`src/rtl/resolution_overlay_if.sv`:
```
// Video timing, char ROM and overlay output signals of resolution_overlay.
// The slave modport is the overlay reader. The master modport is the timing generator, the ROM and the mixer.
interface resolution_overlay_if;
  logic [11:0]  hpos;
  logic [11:0]  vpos;
  logic         de;
  logic [3:0]   rom_addr;
  logic [191:0] rom_q;
  logic         overlay_active;
  logic         overlay_pixel;

  modport master (
    output hpos, vpos, de, rom_q,
    input  rom_addr, overlay_active, overlay_pixel
  );

  modport slave (
    input  hpos, vpos, de, rom_q,
    output rom_addr, overlay_active, overlay_pixel
  );
endinterface

```
`src/rtl/resolution_overlay.sv`:
```
// Fetches one 192-bit char ROM row per video line and serializes it into a 1-bit overlay stream.
// Optional 2x2 pixel scaling is enabled by defining RESOLUTION_OVERLAY_SCALE2X_EN.
module resolution_overlay #(
  parameter logic [15:0] X_POS = 16'd16,
  parameter logic [15:0] Y_POS = 16'd16
) (
  input logic                  clock,
  input logic                  reset,
  resolution_overlay_if.slave  bus
);

`ifdef RESOLUTION_OVERLAY_SCALE2X_EN
  localparam int S = 2;
`else
  localparam int S = 1;
`endif
  localparam int          PIX   = 192 * S;
  localparam logic [16:0] WIN_H = 17'(16 * S);
  localparam logic [8:0]  LAST  = 9'(PIX - 1);

  typedef enum logic [2:0] {IDLE, ADDR, WAIT, LOAD, READY, SHIFT} state_t;

  state_t       r_state;
  logic [3:0]   r_rom_addr;
  logic [191:0] r_shift;
  logic [8:0]   r_cnt;
  logic         r_active;
  logic         r_pixel;
`ifdef RESOLUTION_OVERLAY_SCALE2X_EN
  logic         r_sub;
`endif

  logic [16:0] w_vpos;
  logic [16:0] w_ypos;
  logic [16:0] w_voff;
  logic        w_in_win;
  logic [3:0]  w_row;
  logic        w_hpos_zero;
  logic        w_at_x;
  logic        w_emit;
  logic        w_last;

  assign w_vpos      = {5'd0, bus.vpos};
  assign w_ypos      = {1'b0, Y_POS};
  assign w_voff      = w_vpos - w_ypos;
  assign w_in_win    = (w_vpos >= w_ypos) && (w_voff < WIN_H);
  assign w_row       = 4'(w_voff >> (S - 1));
  assign w_hpos_zero = (bus.hpos == 12'd0);
  assign w_at_x      = ({4'd0, bus.hpos} == X_POS);
  assign w_emit      = bus.de && ((r_state == SHIFT) || ((r_state == READY) && w_at_x));
  assign w_last      = (r_cnt == LAST);

  // Overlay FSM: a new line start takes priority, then the fetch sequence, then pixel emission.
  always_ff @(posedge clock or posedge reset) begin
    if (reset) begin
      r_state    <= IDLE;
      r_rom_addr <= 4'd0;
      r_shift    <= 192'd0;
      r_cnt      <= 9'd0;
      r_active   <= 1'b0;
      r_pixel    <= 1'b0;
`ifdef RESOLUTION_OVERLAY_SCALE2X_EN
      r_sub      <= 1'b0;
`endif
    end else begin
      r_active <= 1'b0;
      r_pixel  <= 1'b0;
      if (w_hpos_zero) begin
        r_cnt <= 9'd0;
`ifdef RESOLUTION_OVERLAY_SCALE2X_EN
        r_sub <= 1'b0;
`endif
        if (w_in_win) begin
          r_state    <= ADDR;
          r_rom_addr <= w_row;
        end else begin
          r_state <= IDLE;
        end
      end else begin
        case (r_state)
          IDLE:    r_state <= IDLE;
          ADDR:    r_state <= WAIT;
          WAIT:    r_state <= LOAD;
          LOAD: begin
            r_shift <= bus.rom_q;
            r_state <= READY;
          end
          READY:   r_state <= (w_at_x && bus.de) ? SHIFT : READY;
          SHIFT:   r_state <= SHIFT;
          default: r_state <= IDLE;
        endcase
        // Emission overrides the state chosen above when the last pixel leaves.
        if (w_emit) begin
          r_active <= 1'b1;
          r_pixel  <= r_shift[191];
`ifdef RESOLUTION_OVERLAY_SCALE2X_EN
          r_sub <= ~r_sub;
          if (r_sub) begin
            r_shift <= {r_shift[190:0], 1'b0};
          end
`else
          r_shift <= {r_shift[190:0], 1'b0};
`endif
          if (w_last) begin
            r_cnt   <= 9'd0;
            r_state <= IDLE;
          end else begin
            r_cnt <= r_cnt + 9'd1;
          end
        end
      end
    end
  end

  assign bus.rom_addr       = r_rom_addr;
  assign bus.overlay_active = r_active;
  assign bus.overlay_pixel  = r_pixel;

endmodule

```
`src/flat_wrapper.sv`:
```
// flat-port wrapper written by rule: the top's interface ports become plain ports
module resolution_overlay_flat 
#(
  parameter logic [15:0] X_POS = 16'd16,
  parameter logic [15:0] Y_POS = 16'd16
)
  (clock, reset, bus_hpos, bus_vpos, bus_de, bus_rom_q, bus_rom_addr, bus_overlay_active, bus_overlay_pixel);
  resolution_overlay_if bus_i ();
  input logic clock;
  input logic reset;
  input wire logic [$bits(bus_i.hpos)-1:0] bus_hpos;
  input wire logic [$bits(bus_i.vpos)-1:0] bus_vpos;
  input wire logic [$bits(bus_i.de)-1:0] bus_de;
  input wire logic [$bits(bus_i.rom_q)-1:0] bus_rom_q;
  output wire logic [$bits(bus_i.rom_addr)-1:0] bus_rom_addr;
  output wire logic [$bits(bus_i.overlay_active)-1:0] bus_overlay_active;
  output wire logic [$bits(bus_i.overlay_pixel)-1:0] bus_overlay_pixel;
  assign bus_i.hpos = bus_hpos;
  assign bus_i.vpos = bus_vpos;
  assign bus_i.de = bus_de;
  assign bus_i.rom_q = bus_rom_q;
  assign bus_rom_addr = bus_i.rom_addr;
  assign bus_overlay_active = bus_i.overlay_active;
  assign bus_overlay_pixel = bus_i.overlay_pixel;
  resolution_overlay #(.X_POS(X_POS), .Y_POS(Y_POS)) u_core (.clock(clock), .reset(reset), .bus(bus_i));
endmodule
```
`config.mk`:
```
export PLATFORM = sky130hd
export DESIGN_NAME = resolution_overlay_flat
export DESIGN_NICKNAME = d
export VERILOG_FILES = /design/src/rtl/resolution_overlay_if.sv /design/src/rtl/resolution_overlay.sv /design/src/flat_wrapper.sv
export SDC_FILE = /design/constraint.sdc
export NUM_CORES = 1
export LEC_CHECK = 0
export ABC_CLOCK_PERIOD_IN_PS = 7500
export BUFFER_PORTS_ARGS = -buffer_cell sky130_fd_sc_hd__buf_2
export CAP_MARGIN = 20
export CORE_MARGIN = 4
export CORE_UTILIZATION = 40
export DETAILED_ROUTE_END_ITERATION = 7
export PLACE_DENSITY = 0.61
export SYNTH_ARGS = -nofsm -noshare
export SYNTH_HDL_FRONTEND = slang
export SYNTH_SLANG_ARGS = --single-unit
```
`constraint.sdc`:
```
create_clock -name clock -period 7.5 [get_ports clock]
set_input_delay 0.75 -clock clock [delete_from_list [all_inputs] [get_ports clock]]
set_output_delay 0.75 -clock clock [all_outputs]
set_load 0.005 [all_outputs]
```
## Word level (Yosys, flattened, before mapping)

Cells that the tools add are included.

| storage, ports and cells | value |
|---|---|
| input bits | 219 |
| bits in registers | 210 |
| output and inout port bits | 6 |

| operators by class | value |
|---|---|
| add/subtract/negate cells | 2 |
| muxes and demuxes | 15 |
| equal/unequal tests | 7 |
| reductions and logical operators | 10 |
| bitwise operators | 1 |
| magnitude comparators | 2 |

Operators by type and width:

| operator | count |
|---|---|
| two-way mux 192 bit | 2 |
| two-way mux 9 bit | 3 |
| < comparator 17 x 5 -> 1 bit, second input constant | 1 |
| case mux 3 bit (5 select lines) | 1 |
| subtractor 12 x 5 -> 13 bit, second input constant | 1 |
| == test 12 x 5 -> 1 bit, second input constant | 1 |
| greater-or-equal comparator 12 x 5 -> 1 bit, second input constant | 1 |
| zero test 12 bit | 1 |
| adder 9 x 1 -> 9 bit, second input constant | 1 |
| == test 9 x 8 -> 1 bit, second input constant | 1 |
| two-way mux 3 bit | 3 |
| == test 3 x 2 -> 1 bit, second input constant | 2 |
| == test 3 bit, second input constant | 2 |
| two-way mux 1 bit | 6 |
| logical AND 1 bit | 4 |
| AND reduction 2 bit | 2 |
| nonzero test 2 bit | 2 |
| == test 3 x 1 -> 1 bit, second input constant | 1 |
| logical OR 1 bit | 1 |
| NOT 1 bit | 1 |

## Logic depth before layout (Yosys ltp)

| depth | value |
|---|---|
| depth after elaboration | 7 |
| mapped depth | 7 |
| depth with buffers taken out | 6 |

## Least setup slack after synthesis

OpenSTA, ideal clock, no wires.

| timing | value |
|---|---|
| kind | in2reg |
| from | input port bus_hpos[9] |
| to | register u_core.r_shift[137] |
| path buffers | 2 |
| data required time | 7,377 ps |
| library setup time | 123 ps |
| arrival time | 2,200 ps |
| slack | 5,178 ps |
| stages on the path | 6 |
| cell sequence | or4_4 -> o31ai_2 -> a22oi_2 -> buf_6 -> buf_6 -> o221a_2 |

| between the ends | value |
|---|---|
| word-level cells in the longest chain between the ends | 6 |

Ends and longest elaborated chain:

| element | line | RTL |
|---|---|---|
| from (decl) | flat_wrapper.sv:11 | `input wire logic [$bits(bus_i.hpos)-1:0] bus_hpos;` |
| == test 12 x 5 -> 1 bit | resolution_overlay.sv:49 | `assign w_at_x = ({4'd0, bus.hpos} == X_POS);` |
| logical AND 1 bit | resolution_overlay.sv:50 | `assign w_emit = bus.de && ((r_state == SHIFT) \|\| ((r_state == READY) && w_at_x));` |
| logical OR 1 bit | resolution_overlay.sv:50 |  |
| logical AND 1 bit | resolution_overlay.sv:50 |  |
| nonzero test 2 bit (no source line) | -- |  |
| AND reduction 2 bit (no source line) | -- |  |
| to (signal assigned) | resolution_overlay.sv:85 | `r_shift <= bus.rom_q;` |
| to (signal assigned) | resolution_overlay.sv:102 | `r_shift <= {r_shift[190:0], 1'b0};` |
| to (decl) | resolution_overlay.sv:25 | `logic [191:0] r_shift;` |

Several ways; a longest one is shown, not always the timed one.
A chain may end at the register's enable or synchronous reset.

## Worst setup path in the final report

| timing | value |
|---|---|
| from | input port bus_hpos[9] |
| to | register u_core.r_shift[119] |

The elaborated chain is that of the path after synthesis.

==> results_dict.tcl <==
set metrics [dict create \
    maxSlewHeadroom_pct 30.9 \
    dieArea_um2 27200 \
    drv_cap 0 \
    dp.cells 1241 \
    hold_path.class "in2async" \
    cp_top_family "simple AND/OR/NAND/NOR gates" \
    cts_resized 0 \
    drc_errors 0 \
    startpoint "bus_hpos[9]" \
    cts.sinks 210 \
    period_share_pct 44.5 \
    pre_cts_ws_ns 3.57 \
    finalSetupTns_ns 0 \
    cts_tree "done" \
    core-area_um2 24200 \
    power_leakage_nw 5.05 \
    die-width_um 165 \
    worst-path-buf-inv 2 \
    synth_ff_type "dfrtp_1" \
    yosysWarnings 0 \
    syn_inst 753 \
    synth_xor_area_share_pct 0.178 \
    power.density_nw_per_um2 362 \
    clk_latency_ns 0.50 \
    die_h_um 165 \
    wire_per_inst_um 17.7 \
    yosysSeqAreaShare_pct 53.4 \
    cts_hold_buf 0 \
    path_cells "buf_2 -> or4_4 -> o31ai_1 -> and2_4 -> buf_4 -> o221a_2" \
    synth_fp_nets 974 \
    dr.pass1.iters 5 \
    status "completed" \
    gp_congestion 0.734 \
    ys_ff_latch 210 \
    grt_pass1_vias 7007 \
    setup_slack_ns 4.16 \
    cts-root-buf "clkbuf_16" \
    path_clk_slew_ns 0.06 \
    cp_max_fo 101 \
    num_rows 57 \
    syn_area_per_cell_um2 13.1 \
    synth_mux_area_share_pct 0.662 \
    grt_overflow 0 \
    timing.fmax_ghz 0.300 \
    yosysUniqueCellTypes 46 \
    max_stage_delay_ns 0.93 \
    finalCriticalPeriod_ns 3.34 \
    critPathLaunchType "primary input" \
    slew_viol_final 0 \
    cts_max_level 1 \
    crit_arrival_ns 3.77 \
    synth_top_family_by_area "compound AO/OA/AOI/OAI gates" \
    cp_slowest_cell "buf_4" \
    finalNonFillerCells 1287 \
    grt_pass1_wl_um 36000 \
    pin_count 225 \
    required_ns 7.94 \
    rr_startpoint "u_core.r_state[1]$_DFF_PP0_" \
    finalClockSkew_ns 0.00643 \
    vias_per_cell 5.42 \
    clockBufferDepth 3 \
    io_buffers 224 \
    rsz0062_at_grt "false" \
    grt_max_degree 152 \
    post_cts_buffers 0 \
    ant_nets 0 \
    numCtsBuffers 24 \
    yosys.area_share.simple_pct 15.2 \
    yosys.area_share.adder_pct 0.254 \
    peakVddDrop_uv 171 \
    setup_violations 0 \
    path_class "in2reg" \
    synthArstFlopShare_pct 100 \
    drive_above_1_share_pct 65.2 \
    synth-compound-area-share_pct 24.3 \
    initial_core_util_pct 40.6 \
    antenna_found_initial 1 \
    synth-edff-count 0 \
    report.power.total_mw 4.25 \
    drt_wl_total_um 22800 \
    vias 6975 \
    area_delta_synth_final_pct 19.3 \
    finalNetCount 1165 \
    grt_util_all_layers_pct 16.1 \
    netlist_area_um2 9830 \
    drt_iter0_drc 526 \
    hpwl_um 14400 \
    worst_pin_slew_ns 1.04 \
    cp-end-kind "flop" \
    hold_viol_final 0 \
]
## routing by layer
metal / vias up / global-route usage, % / share of wire, %
met2: 166 / 25.7 / 48
li1: 3284 / - / -
met4: 0 / 4.20 / 1.6
met3: 28 / 2.45 / 5.0
met5: - / 0 / 0
met1: 3497 / 23.2 / 45
## area by class of cell
| cell class | instances | area (um2) |
|---|---|---|
| multi-input cells | 469 | 4010 |
| well taps | 324 | 405 |
| fillers | 2238 | 12500 |
| repair buffers | 232 | 1200 |
| clock buffers | 39 | 768 |
| inverters | 7 | 33.8 |
| clock inverters | 5 | 53.8 |
| diodes | 1 | 2.50 |
| flip-flops and latches | 210 | 5260 |
## power by group
part / switching (mW) / total [mW] / leakage [nW] / internal (mW)
sequential: 0.310 / 1.96 / 2.62 / 1.65
clock: 0.456 / 1.19 / 0.409 / 0.732
combinational: 0.343 / 1.10 / 2.03 / 0.757
total: 1.11 / 4.25 / 5.05 / 3.14
## sequential cells by signal, summed over array words and instances, names as in the netlist
register,cells
u_core.r_shift,192
u_core.r_cnt,9
u_core.bus.rom_addr,4
u_core.r_state,3
u_core.bus.overlay_active,1
u_core.bus.overlay_pixel,1
## final timing paths
path / end / slack, ns / depth (start not counted)
max in group asynchronous: u_core.r_shift[41]$_DFFE_PP0P_ / 5.65 / 4
worst min-delay path: u_core.r_shift[114]$_DFFE_PP0P_ / 0.20 / 2
min in group clock: u_core.r_shift[0]$_DFFE_PP0P_ / 0.48 / 3
worst max register to register: u_core.r_shift[119]$_DFFE_PP0P_ / 4.22 / 5
worst min register to register: u_core.bus.overlay_pixel$_DFF_PP0_ / 0.51 / 1
worst max-delay path: u_core.r_shift[119]$_DFFE_PP0P_ / 4.16 / 6
## through the flow
stage | utilization (%) | hold slack (ns) | area [um2]
floorplan | - | 0.455 | 9830
global placement | 44.9 | 0.483 | 10900
finish | 48.4 | 0.202 | 11700
CTS | 48.3 | 0.455 | 11700
global route | 48.4 | 0.202 | 11700
detailed placement | 44.9 | 0.482 | 10900
## cells in the mapped netlist, drive strengths merged (4+ instances only)
cell	count	share of area (%)
or2	191	12
nand2	6	0.23
o221a	194	22
a21oi	4	0.20
nand4	4	0.25
clkbuf	24	0.92
dfrtp	210	53
o21ai	7	0.36
nor4	4	0.38
buf	43	4.7
mux2	4	0.46
nand3	5	0.25
inv	7	0.27
## cells by family after synthesis
family                     count (synthesis)
buffers and inverters                     74
DFF                                      210
muxes                                      6
xor gates and xnor gates                   2
AOI/OAI and AO/OA                        222
adders and majority gates                  2
and+or+nand+nor                          237
## layout by cell type, fill, tap and decap left out, types with 5 or more instances in the layout
master and n:
buf_2 224, o21ai_0 7, clkbuf_16 25, nand2_1 6, clkbuf_8 9, buf_4 7
o221a_2 151, nand3_1 5, o221a_1 43, inv_1 6, clkbuf_1 5, dfrtp_1 210
or2_2 191
Power figures use the tool's default switching activity.
